**config.mk**
```make
export PLATFORM = sky130hd
export DESIGN_NAME = adc_capture_serializer_flat
export DESIGN_NICKNAME = d
export VERILOG_FILES = /design/src/rtl/adc_capture_pkg.sv /design/src/rtl/adc_capture_serializer_if.sv /design/src/rtl/adc_capture_serializer_ch_next_finder.sv /design/src/rtl/adc_capture_serializer.sv /design/src/flat_wrapper.sv
export SDC_FILE = /design/constraint.sdc
export NUM_CORES = 2
export LEC_CHECK = 0
export ABC_AREA = 1
export ABC_CLOCK_PERIOD_IN_PS = 6500
export CAP_MARGIN = 20
export CORE_AREA = 2 2 701 703
export CTS_BUF_LIST = sky130_fd_sc_hd__clkbuf_8
export DETAILED_ROUTE_END_ITERATION = 8
export DIE_AREA = 0 0 703 705
export GPL_TIMING_DRIVEN = 0
export HOLD_SLACK_MARGIN = 0.02
export PLACE_DENSITY = 0.36
export SYNTH_ARGS = -nofsm -noshare
export SYNTH_HDL_FRONTEND = slang
export SYNTH_SLANG_ARGS = --single-unit
```
**constraint.sdc**
```tcl
create_clock -name clk -period 6.5 [get_ports clk]
set_input_delay 1.3 -clock clk [delete_from_list [all_inputs] [get_ports clk]]
set_output_delay 1.3 -clock clk [all_outputs]
set_load 0.1 [all_outputs]
```
**src/rtl/adc_capture_pkg.sv**
```systemverilog
// Shared types and helpers for the ADC capture serializer.
package adc_capture_pkg;

  typedef enum logic [2:0] {
    S_IDLE = 3'd0,
    S_SNAP = 3'd1,
    S_HDR  = 3'd2,
    S_DATA = 3'd3,
    S_GAP  = 3'd4,
    S_DONE = 3'd5
  } state_e;

  localparam logic [3:0] HDR_MARKER = 4'hA;

  // Header word: marker in the top nibble, channel index in the LSBs, zeros between.
  // Returned 32 bits wide; callers truncate to their pad width (<= 32).
  function automatic logic [31:0] hdr_word(input int unsigned out_w, input int unsigned idx);
    hdr_word = (32'(HDR_MARKER) << (out_w - 32'd4)) | 32'(idx);
  endfunction

endpackage

```
**src/rtl/adc_capture_serializer_if.sv**
```systemverilog
// ADC sample, config, control and pad-side signals of the capture serializer.
interface adc_capture_serializer_if #(
  parameter int unsigned NUM_CH    = 48,
  parameter int unsigned CH_WIDTH  = 36,
  parameter int unsigned OUT_WIDTH = 18,
  parameter int unsigned IDLE_W    = 16
);

  logic [NUM_CH*CH_WIDTH-1:0] adc_data;
  logic [NUM_CH-1:0]          cfg_ch_mask;
  logic [IDLE_W-1:0]          cfg_idle_len;
  logic                       capture_start;
  logic                       capture_again;
  logic                       rd_en;
  logic [OUT_WIDTH-1:0]       out_data;
  logic                       out_valid;
  logic                       busy;
  logic                       done;

  modport master (
    output adc_data, cfg_ch_mask, cfg_idle_len, capture_start, capture_again, rd_en,
    input  out_data, out_valid, busy, done
  );

  modport slave (
    input  adc_data, cfg_ch_mask, cfg_idle_len, capture_start, capture_again, rd_en,
    output out_data, out_valid, busy, done
  );

endinterface

```
**src/rtl/adc_capture_serializer_ch_next_finder.sv**
```systemverilog
// Combinational search for the lowest set mask bit at or above from_i.
module ch_next_finder #(
  parameter int unsigned NUM_CH = 48,
  parameter int unsigned IDX_W  = $clog2(NUM_CH)
) (
  input  logic [NUM_CH-1:0] mask_i,
  input  logic [IDX_W:0]    from_i,
  output logic [IDX_W-1:0]  idx_c_o,
  output logic              found_c_o
);

  logic [IDX_W-1:0] idx_v;
  logic             found_v;

  // Priority scan from LSB; first qualifying bit wins.
  always_comb begin
    idx_v   = '0;
    found_v = 1'b0;
    for (int unsigned i = 0; i < NUM_CH; i++) begin
      if (!found_v && mask_i[i] && (i >= 32'(from_i))) begin
        found_v = 1'b1;
        idx_v   = IDX_W'(i);
      end
    end
  end

  assign idx_c_o   = idx_v;
  assign found_c_o = found_v;

endmodule

```
**src/rtl/adc_capture_serializer.sv**
```systemverilog
// Snapshots NUM_CH ADC channels and streams enabled ones as framed packets on the pad bus.
module adc_capture_serializer
  import adc_capture_pkg::*;
#(
  parameter int unsigned NUM_CH    = 48,
  parameter int unsigned CH_WIDTH  = 36,
  parameter int unsigned OUT_WIDTH = 18,
  parameter int unsigned IDLE_W    = 16
) (
  input  logic                      clk,
  input  logic                      rstn,
  adc_capture_serializer_if.slave   bus
);

  localparam int unsigned WPC      = CH_WIDTH / OUT_WIDTH;
  localparam int unsigned CH_IDX_W = $clog2(NUM_CH);
  localparam int unsigned WCNT_W   = (WPC > 1) ? $clog2(WPC) : 1;

  state_e                     state_q, state_d;
  logic [NUM_CH*CH_WIDTH-1:0] snap_q;
  logic                       snap_vld_q, snap_vld_d;
  logic                       snap_load_c;
  logic [CH_IDX_W-1:0]        ch_idx_q, ch_idx_d;
  logic [WCNT_W-1:0]          wcnt_q, wcnt_d;
  logic [IDLE_W-1:0]          gcnt_q, gcnt_d;
  logic [OUT_WIDTH-1:0]       out_data_q, out_data_d;
  logic                       out_valid_q, out_valid_d;
  logic                       busy_q, busy_d;
  logic                       done_q, done_d;
  logic                       adv_ch_c;

  logic [CH_IDX_W-1:0]        first_idx_c, nxt_idx_c;
  logic                       first_found_c, nxt_found_c;
  logic [CH_WIDTH-1:0]        cur_ch_c;
  logic [OUT_WIDTH-1:0]       cur_word_c;
  logic [OUT_WIDTH-1:0]       hdr_c;

  // First enabled channel, searched from index 0.
  ch_next_finder #(.NUM_CH(NUM_CH), .IDX_W(CH_IDX_W)) u_first (
    .mask_i    (bus.cfg_ch_mask),
    .from_i    ('0),
    .idx_c_o   (first_idx_c),
    .found_c_o (first_found_c)
  );

  // Next enabled channel strictly above the current one.
  ch_next_finder #(.NUM_CH(NUM_CH), .IDX_W(CH_IDX_W)) u_next (
    .mask_i    (bus.cfg_ch_mask),
    .from_i    ((CH_IDX_W+1)'(ch_idx_q) + (CH_IDX_W+1)'(1)),
    .idx_c_o   (nxt_idx_c),
    .found_c_o (nxt_found_c)
  );

  // Current channel sample and its MSB-first data word.
  assign cur_ch_c   = CH_WIDTH'(snap_q >> (32'(ch_idx_q) * CH_WIDTH));
  assign cur_word_c = OUT_WIDTH'(cur_ch_c >> (CH_WIDTH - OUT_WIDTH * (32'(wcnt_q) + 32'd1)));
  assign hdr_c      = OUT_WIDTH'(hdr_word(OUT_WIDTH, 32'(ch_idx_q)));

  // Next-state and registered-output logic.
  always_comb begin
    state_d     = state_q;
    snap_vld_d  = snap_vld_q;
    snap_load_c = 1'b0;
    ch_idx_d    = ch_idx_q;
    wcnt_d      = wcnt_q;
    gcnt_d      = gcnt_q;
    out_data_d  = out_data_q;
    out_valid_d = 1'b0;
    done_d      = 1'b0;
    adv_ch_c    = 1'b0;

    case (state_q)
      S_IDLE: begin
        if (bus.capture_start) begin
          state_d = S_SNAP;
        end else if (bus.capture_again && snap_vld_q) begin
          if (first_found_c) begin
            state_d  = S_HDR;
            ch_idx_d = first_idx_c;
          end else begin
            state_d = S_DONE;
          end
        end
      end
      S_SNAP: begin
        snap_load_c = 1'b1;
        snap_vld_d  = 1'b1;
        if (first_found_c) begin
          state_d  = S_HDR;
          ch_idx_d = first_idx_c;
        end else begin
          state_d = S_DONE;
        end
      end
      S_HDR: begin
        if (bus.rd_en) begin
          out_data_d  = hdr_c;
          out_valid_d = 1'b1;
          wcnt_d      = '0;
          state_d     = S_DATA;
        end
      end
      S_DATA: begin
        if (bus.rd_en) begin
          out_data_d  = cur_word_c;
          out_valid_d = 1'b1;
          if (wcnt_q == WCNT_W'(WPC - 1)) begin
            if (bus.cfg_idle_len != '0) begin
              state_d = S_GAP;
              gcnt_d  = '0;
            end else begin
              adv_ch_c = 1'b1;
            end
          end else begin
            wcnt_d = wcnt_q + WCNT_W'(1);
          end
        end
      end
      S_GAP: begin
        if (bus.rd_en) begin
          out_data_d = '0;
          if (gcnt_q == (bus.cfg_idle_len - IDLE_W'(1))) begin
            adv_ch_c = 1'b1;
          end else begin
            gcnt_d = gcnt_q + IDLE_W'(1);
          end
        end
      end
      S_DONE: begin
        done_d     = 1'b1;
        out_data_d = '0;
        state_d    = S_IDLE;
      end
      default: state_d = S_IDLE;
    endcase

    if (adv_ch_c) begin
      if (nxt_found_c) begin
        state_d  = S_HDR;
        ch_idx_d = nxt_idx_c;
      end else begin
        state_d = S_DONE;
      end
    end

    busy_d = (state_d != S_IDLE);
  end

  // State, counters and output registers.
  always_ff @(posedge clk) begin
    if (!rstn) begin
      state_q     <= S_IDLE;
      snap_vld_q  <= 1'b0;
      ch_idx_q    <= '0;
      wcnt_q      <= '0;
      gcnt_q      <= '0;
      out_data_q  <= '0;
      out_valid_q <= 1'b0;
      busy_q      <= 1'b0;
      done_q      <= 1'b0;
    end else begin
      state_q     <= state_d;
      snap_vld_q  <= snap_vld_d;
      ch_idx_q    <= ch_idx_d;
      wcnt_q      <= wcnt_d;
      gcnt_q      <= gcnt_d;
      out_data_q  <= out_data_d;
      out_valid_q <= out_valid_d;
      busy_q      <= busy_d;
      done_q      <= done_d;
    end
  end

  // Snapshot register, loaded only in SNAP.
  always_ff @(posedge clk) begin
    if (!rstn) begin
      snap_q <= '0;
    end else if (snap_load_c) begin
      snap_q <= bus.adc_data;
    end
  end

  assign bus.out_data  = out_data_q;
  assign bus.out_valid = out_valid_q;
  assign bus.busy      = busy_q;
  assign bus.done      = done_q;

endmodule
```
**src/flat_wrapper.sv**
```systemverilog
// flat-port wrapper written by rule: the top's interface ports become plain ports
module adc_capture_serializer_flat import adc_capture_pkg::*;
#(
  parameter int unsigned NUM_CH    = 48,
  parameter int unsigned CH_WIDTH  = 36,
  parameter int unsigned OUT_WIDTH = 18,
  parameter int unsigned IDLE_W    = 16
)
  (clk, rstn, bus_adc_data, bus_cfg_ch_mask, bus_cfg_idle_len, bus_capture_start, bus_capture_again, bus_rd_en, bus_out_data, bus_out_valid, bus_busy, bus_done);
  adc_capture_serializer_if #(.NUM_CH(NUM_CH), .CH_WIDTH(CH_WIDTH), .OUT_WIDTH(OUT_WIDTH), .IDLE_W(IDLE_W)) bus_i ();
  input  logic clk;
  input  logic rstn;
  input wire logic [$bits(bus_i.adc_data)-1:0] bus_adc_data;
  input wire logic [$bits(bus_i.cfg_ch_mask)-1:0] bus_cfg_ch_mask;
  input wire logic [$bits(bus_i.cfg_idle_len)-1:0] bus_cfg_idle_len;
  input wire logic [$bits(bus_i.capture_start)-1:0] bus_capture_start;
  input wire logic [$bits(bus_i.capture_again)-1:0] bus_capture_again;
  input wire logic [$bits(bus_i.rd_en)-1:0] bus_rd_en;
  output wire logic [$bits(bus_i.out_data)-1:0] bus_out_data;
  output wire logic [$bits(bus_i.out_valid)-1:0] bus_out_valid;
  output wire logic [$bits(bus_i.busy)-1:0] bus_busy;
  output wire logic [$bits(bus_i.done)-1:0] bus_done;
  assign bus_i.adc_data = bus_adc_data;
  assign bus_i.cfg_ch_mask = bus_cfg_ch_mask;
  assign bus_i.cfg_idle_len = bus_cfg_idle_len;
  assign bus_i.capture_start = bus_capture_start;
  assign bus_i.capture_again = bus_capture_again;
  assign bus_i.rd_en = bus_rd_en;
  assign bus_out_data = bus_i.out_data;
  assign bus_out_valid = bus_i.out_valid;
  assign bus_busy = bus_i.busy;
  assign bus_done = bus_i.done;
  adc_capture_serializer #(.NUM_CH(NUM_CH), .CH_WIDTH(CH_WIDTH), .OUT_WIDTH(OUT_WIDTH), .IDLE_W(IDLE_W)) u_core (.clk(clk), .rstn(rstn), .bus(bus_i));
endmodule
```
# Yosys cells after proc, flatten, opt, wreduce, memory -nomap -nowiden

Cells that the tools add are included.

Register bits: 1776
Bits of input ports: 1797
Logic and storage cells: 557

Add/sub/neg operators: 6
$mul: 2
Order comparisons: 48
Eq/ne operators: 12
Shift operators: 2
Multiplexer cells: 229
Reduce and logical (&&, ||, !) cells: 248

Operator list:

| operator                                                          | count |
|---|---|
| right shift 1728 x 12 -> 36 bit                                   | 1 |
| 2-to-1 mux 6 bit                                                  | 97 |
| logical AND 1 bit                                                 | 143 |
| greater-or-equal comparator 5 x 7 -> 1 bit (first input constant) | 16 |
| greater-or-equal comparator 6 x 7 -> 1 bit (first input constant) | 16 |
| 2-to-1 mux 1 bit                                                  | 109 |
| logical NOT 1 bit                                                 | 94 |
| 2-to-1 mux 16 bit                                                 | 5 |
| case mux 18 bit (4 select lines)                                  | 1 |
| greater-or-equal comparator 4 x 7 -> 1 bit (first input constant) | 8 |
| 2-to-1 mux 18 bit                                                 | 3 |
| right shift 36 x 32 -> 18 bit                                     | 1 |
| multiplier 4 x 32 -> 31 bit (first input constant)                | 1 |
| case mux 16 bit (2 select lines)                                  | 1 |
| subtractor 6 x 32 -> 32 bit (first input constant)                | 1 |
| greater-or-equal comparator 3 x 7 -> 1 bit (first input constant) | 4 |
| 2-to-1 mux 3 bit                                                  | 9 |
| adder 16 x 1 -> 16 bit (second input constant)                    | 1 |
| == test 16 bit                                                    | 1 |
| nonzero test 16 bit                                               | 1 |
| subtractor 16 x 1 -> 16 bit (second input constant)               | 1 |
| case mux 3 bit (5 select lines)                                   | 1 |
| greater-or-equal comparator 1 x 7 -> 1 bit (first input constant) | 2 |
| greater-or-equal comparator 2 x 7 -> 1 bit (first input constant) | 2 |
| 20 further kinds                                                  | 28 |

# Longest topological paths before layout

Depth after elaboration: 195
Mapped depth: 41
Depth with buffers taken out: 41

# Cells and area by module

A second synthesis with hierarchy kept.

Cells, all modules: 11494
Area, all modules: 80497.2 sq um

Modules (own cells, without submodules):

| module                           | instances | cells each | area an instance (sq um) | seq. area each (sq um) |
|---|---|---|---|---|
| adc_capture_serializer           | 1         | 10857      | 77354.2                  | 35554.1 |
| ch_next_finder at u_core.u_first | 1         | 328        | 1625.3                   | 0.0 |
| ch_next_finder at u_core.u_next  | 1         | 309        | 1517.7                   | 0.0 |

# Worst setup path after synthesis

OpenSTA, ideal clock, no wires.

Path type: register to register
From: register u_core.ch_idx_q[0]
To: register u_core.busy_q, in the netlist u_core.bus.busy
Library setup time: 0.062 ns
Arrival: 5.268 ns
Data required time: 6.438 ns
Slack: 1.170 ns
Stages on the path, launching flop included: 39
Clock period less this slack: 5.330 ns
Cells stage by stage: dfxtp_1 -> buf_4 -> inv_2 -> clkbuf_1 -> clkbuf_1 -> clkbuf_1 -> clkbuf_1 -> ha_1 -> nor2_1 -> nor2_1 -> nand3_1 -> nand2_1 -> a21oi_1 -> nand3_1 -> nor2_1 -> nand4_1 -> nor2_1 -> nand4_1 -> (+3 left out) -> nand4_1 -> nor2_1 -> nand4_1 -> nor2_1 -> nand4_1 -> nor2_1 -> nand4_1 -> nor2_2 -> nand4_1 -> nor2_2 -> nand4_1 -> nor2_2 -> nand4_1 -> nor2_1 -> nand4_1 -> nand2_1 -> nand2_1 -> nand3_1

Word-level cells in the longest chain between the ends: 195

RTL lines:

| what                                       | RTL line                                    | source |
|---|---|---|
| start: declaration                         | adc_capture_serializer.sv:23                | `logic [CH_IDX_W-1:0] ch_idx_q, ch_idx_d;` |
| start signal: assignment                   | adc_capture_serializer.sv:164               | `ch_idx_q <= ch_idx_d;` |
| adder 6 x 1 -> 7 bit (*)                   | adc_capture_serializer.sv:49                | `.from_i ((CH_IDX_W+1)'(ch_idx_q) + (CH_IDX_W+1)'(1)),` |
| greater-or-equal comparator 1 x 7 -> 1 bit | adc_capture_serializer_ch_next_finder.sv:20 | `if (!found_v && mask_i[i] && (i >= 32'(from_i))) begin` |
| logical AND 1 bit                          | adc_capture_serializer_ch_next_finder.sv:20 |  |
| 2-to-1 mux 1 bit                           | adc_capture_serializer_ch_next_finder.sv:20 |  |
| logical NOT 1 bit                          | adc_capture_serializer_ch_next_finder.sv:20 |  |
| logical AND 1 bit (2 in a row)             | adc_capture_serializer_ch_next_finder.sv:20 |  |
| 2-to-1 mux 1 bit                           | adc_capture_serializer_ch_next_finder.sv:20 |  |
| logical NOT 1 bit                          | adc_capture_serializer_ch_next_finder.sv:20 |  |
| (+176 left out)                            | n/a                                         |  |
| logical AND 1 bit (2 in a row)             | adc_capture_serializer_ch_next_finder.sv:20 |  |
| 2-to-1 mux 1 bit                           | adc_capture_serializer_ch_next_finder.sv:20 |  |
| logical NOT 1 bit                          | adc_capture_serializer_ch_next_finder.sv:20 |  |
| logical AND 1 bit (2 in a row)             | adc_capture_serializer_ch_next_finder.sv:20 |  |
| 2-to-1 mux 1 bit (*)                       | adc_capture_serializer_ch_next_finder.sv:20 |  |
| 2-to-1 mux 3 bit (*)                       | adc_capture_serializer.sv:138               | `if (nxt_found_c) begin` |
| 2-to-1 mux 3 bit (*)                       | adc_capture_serializer.sv:137               | `if (adv_ch_c) begin` |
| nonzero test 3 bit (*)                     | adc_capture_serializer.sv:146               | `busy_d = (state_d != S_IDLE);` |
| end signal: assignment                     | adc_capture_serializer.sv:169               | `busy_q <= busy_d;` |
| end: declaration                           | adc_capture_serializer.sv:28                | `logic busy_q, busy_d;` |

Mark *: on every way between the ends. The rest lies on a longest branch, timed or not.
A chain may end at the register's enable or synchronous reset.

# Worst setup path after layout

From: register u_core.ch_idx_q[0]
To: register u_core.out_data_q[3], in the netlist u_core.bus.out_data[3]

Word-level cells in the longest chain between the ends: 5

RTL lines:

| what                             | RTL line                      | source |
|---|---|---|
| multiplier 6 x 4 -> 10 bit       | adc_capture_serializer.sv:55  | `assign cur_ch_c = CH_WIDTH'(snap_q >> (32'(ch_idx_q) * CH_WIDTH));` |
| right shift 1728 x 12 -> 36 bit  | adc_capture_serializer.sv:55  |  |
| right shift 36 x 32 -> 18 bit    | adc_capture_serializer.sv:56  | `assign cur_word_c = OUT_WIDTH'(cur_ch_c >> (CH_WIDTH - OUT_WIDTH * (32'(wcnt_q) + 32'd1)));` |
| 2-to-1 mux 18 bit                | adc_capture_serializer.sv:104 | `if (bus.rd_en) begin` |
| case mux 18 bit (4 select lines) | adc_capture_serializer.sv:72  | `case (state_q)` |
| end signal: assignment           | adc_capture_serializer.sv:167 | `out_data_q <= out_data_d;` |
| end: declaration                 | adc_capture_serializer.sv:26  | `logic [OUT_WIDTH-1:0] out_data_q, out_data_d;` |

Every way passes these cells. The select of a mux whose other input is x is not followed.

==> qor.yml <==
cts.sinks: 1776
syn-instance-count: 11300
cts_tree: "yes"
grt_pass1_vias: 94400
multi_input_area_um2: 36600
p_comb_share_pct: 43.1
overflow: 0
r2r-start: "u_core.ch_idx_q[0]$_SDFF_PN0_"
p_int_mw: 26.7
critPathBufInv: 5
firstDrtPassIters: 8
netlist.area_leader.share_pct: 45.0
mappedNetlistArea_um2: 79000
detail-route-antenna-nets: 1
slew_headroom_pct: 9.43
clockBufferDepth: 4
cts.clk_slew.worst_paths_ns: 0.06
fp.dieH_um: 705
setup_viol: 2
ir_drop_v: 0.000163
min_to: "u_core.snap_q[55]$_SDFFE_PN0P_"
swShare_pct: 49.8
drive_gt1_share_pct: 8.23
rr_endpoint: "u_core.bus.out_data[3]$_SDFFE_PN0P_"
fmax_mhz: 153
p_per_area_nw_per_um2: 448
clockRootBuffer: "clkbuf_8"
seq_area_um2: 35600
ys_async_sr_fraction_pct: 0
htree_levels: 5
reg2regPathDepth: 13
yosysWarnings: 0
grt_pass1_wl_mm: 1150
yosysSeqAreaShare_pct: 45.0
rows: 257
min_path_type: "reg -> reg"
p_sw_mw: 26.5
finClkSkew_ns: 0.102
worstSetupStartpointType: "register"
slowest_stage: "o221ai_1"
totalWireLength_mm: 957
grt_max_degree: 20
yosys-top-cells-area: "dfxtp_1 45%, o21ai_0 17%, nor2_1 11%"
synthTopCellsByCount: "2,748 x o21ai_0, 2,415 x nor2_1, 1,776 x dfxtp_1"
dp_hpwl_mm: 813
synth.largest_area_cell: "dfxtp_1"
vias: 104000
power.leakage_nw: 45.0
cts_made_buffers: 354
cts_hold_buf: 0
dieArea_um2: 496000
antenna_found_initial: 473
ios: 1818
cp_cell_sequence: "buf_8 -> clkbuf_1 -> clkbuf_1 -> clkbuf_2 -> clkbuf_1 -> nor2_1 -> o221ai_1 -> nand3_1 -> nand3_1 -> nand4_1 -> nand2_1 -> nand2_1 -> a21oi_1"
io_buffers: 1815
drt_iter0_markers: 15400
max_stage_delay_ns: 1.05
rsz0062_at_grt: "false"
synth_seq_cells: 1776
grt_util_all_layers_pct: 36.8
crit_arrival_ns: 7.58
hold_path_depth: 2
synth_edf_count: 0
n_fill_cell: 55000
drv_slew: 0
setup_slack_ns: -0.0315
drcViolationCount: 1
hold_start: "u_core.snap_q[55]$_SDFFE_PN0P_"
clk_latency_ns: 1.18
wl_per_cell_um: 46.1
core-area_um2: 488000
die_w_um: 703
status: "finished with violations"
period_share_pct: 100
initial_utilization_pct: 16.2
power_mw: 53.2
period_minus_slack_ns: 6.53
worstSetupEndpointType: "register"
syn2layout_area_growth_pct: 50.1
required_ns: 7.55
gp_congestion: 1.02
synth_nets: 13100
worst_slew_pin_slew_ns: 1.36
viasPerCell: 5.01
final_hold_viol_count: 0
final_nets: 15600
crit_type: "reg -> reg"
pwr-share-clk_pct: 23.0
place_ws_ns: -2.51
cap_violations: 0
path_delay_family: "buffers and inverters"
syn_area_per_cell_um2: 6.97
crit_top_cell: "clkbuf_1"
critPathMaxFanout: 12
violations: "antenna rules, DRC, setup timing"
synth_ff_type: "dfxtp_1"
seqPwrFrac_pct: 33.8
r2r_slack_ns: -0.03
synthDistinctLibCells: 60
yosysMostFrequentCell: "o21ai_0"
[tightest hold or removal path, cell delays in order, from the launching register on]
cell,delay (ns)
dfxtp_1,0.30
inv_1,0.05
a21oi_1,0.05
[through the flow]
step	instance area [um2]	TNS, ns	utilization [%]	hold WS (ns)	instances
after floorplan	79000	0	-	0.420	11300
after global placement	105000	-4170.34	21.6	0.431	19600
after detailed placement	111000	-21.18	22.6	0.435	19900
after CTS	118000	0	24.1	0.444	20500
after global routing	118000	0	24.2	0.457	20600
final	119000	-0.0360	24.3	0.442	20700
[layout by cell type, fill, tap and decap left out, types with 29 or more instances in the layout]
| cell type | netlist | layout |
|---|---|---|
| nand4_1 | 61 | 61 |
| clkbuf_8 | 0 | 442 |
| nand3_1 | 439 | 438 |
| o211ai_1 | 80 | 80 |
| dfxtp_1 | 1776 | 1773 |
| clkbuf_2 | 0 | 252 |
| nor2_1 | 2415 | 2405 |
| inv_1 | 867 | 982 |
| diode_2 | 0 | 251 |
| buf_8 | 0 | 58 |
| o21ai_0 | 2748 | 2745 |
| nand2_1 | 222 | 220 |
| buf_4 | 4 | 29 |
| clkbuf_1 | 908 | 648 |
| nor3_1 | 34 | 32 |
| buf_2 | 1 | 54 |
| clkdlybuf4s50_1 | 0 | 1803 |
| buf_12 | 0 | 93 |
| a21oi_1 | 1423 | 1423 |
| buf_16 | 0 | 75 |
| o221ai_1 | 77 | 77 |
[how the worst max path moves through the flow]
stage | start | end | slack, ns | cells after the start
final | u_core.ch_idx_q[0]$_SDFF_PN0_ | u_core.bus.out_data[3]$_SDFFE_PN0P_ | -0.03 | 13
after global routing | u_core.ch_idx_q[0]$_SDFF_PN0_ | u_core.bus.busy$_SDFF_PN0_ | 0.01 | 39
after CTS | u_core.ch_idx_q[1]$_SDFF_PN0_ | u_core.bus.busy$_SDFF_PN0_ | 0.03 | 39
after detailed placement | u_core.ch_idx_q[0]$_SDFF_PN0_ | u_core.bus.busy$_SDFF_PN0_ | -2.51 | 37
after global placement | u_core.ch_idx_q[0]$_SDFF_PN0_ | u_core.bus.busy$_SDFF_PN0_ | -4.55 | 37
after floorplan | u_core.ch_idx_q[0]$_SDFF_PN0_ | u_core.bus.busy$_SDFF_PN0_ | 1.17 | 38
[flip-flops by register name, summed over array words and instances (netlist names)]
signal                cells
u_core.snap_q          1728
u_core.ch_idx_q           6
u_core.wcnt_q             1
u_core.bus.out_data      18
u_core.bus.done           1
u_core.gcnt_q            16
u_core.state_q            3
u_core.bus.busy           1
u_core.bus.out_valid      1
u_core.snap_vld_q         1
[power by group through the flow]
stage               Combinational (mW)  Clock (mW)  Sequential, mW
CTS                               21.9        12.3            17.7
global route                      23.1        12.8            18.1
finish                            22.9        12.2            18.0
detailed placement                21.8           0            17.9
floorplan                         8.43           0            16.3
global placement                  20.8           0            17.9
[cell type report]
class / count / area share, %
Multi-Input combinational cell: 7711 / 30.9
Sequential cell: 1776 / 30.0
Timing Repair Buffer: 2078 / 19.5
Tap cell: 6475 / 6.83
Clock buffer: 442 / 5.13
Buffer: 957 / 3.43
Inverter: 882 / 2.80
Clock inverter: 174 / 0.869
Antenna cell: 251 / 0.530
[layer usage]
| layer | routed length [um] | GRT usage, % | up-vias |
|---|---|---|---|
| met5 | 943 | 0 | - |
| met4 | 78900 | 25.9 | 132 |
| met3 | 88700 | 9.73 | 2095 |
| met2 | 418000 | 56.8 | 7482 |
| met1 | 371000 | 44.4 | 51000 |
| li1 | - | - | 43300 |
[kinds of logic (layout without fill, tap and decap cells)]
kind of cell	count (synthesis)	in the layout	share of synthesized area, %
AOI/OAI and AO/OA	4438	4438	29.1
and+or+nand+nor	3236	3236	16.7
buffers and inverters	1843	4533	8.79
DFF	1776	1776	45.0
xor gates and xnor gates	27	27	0.299
adders and majority gates	10	10	0.158
other	0	251	0
[what timing repair did]
item / 4_1_cts / 5_1_grt
setup buffers: 3 / 3
endpoints found under the setup margin: 10 / 10
resized for setup: 28 / 18
pin swaps: 2 / 4
cloned: 0 / 1
endpoints found under the hold margin: 0 / 0
No activity file was read; power rests on OpenSTA's default activity.
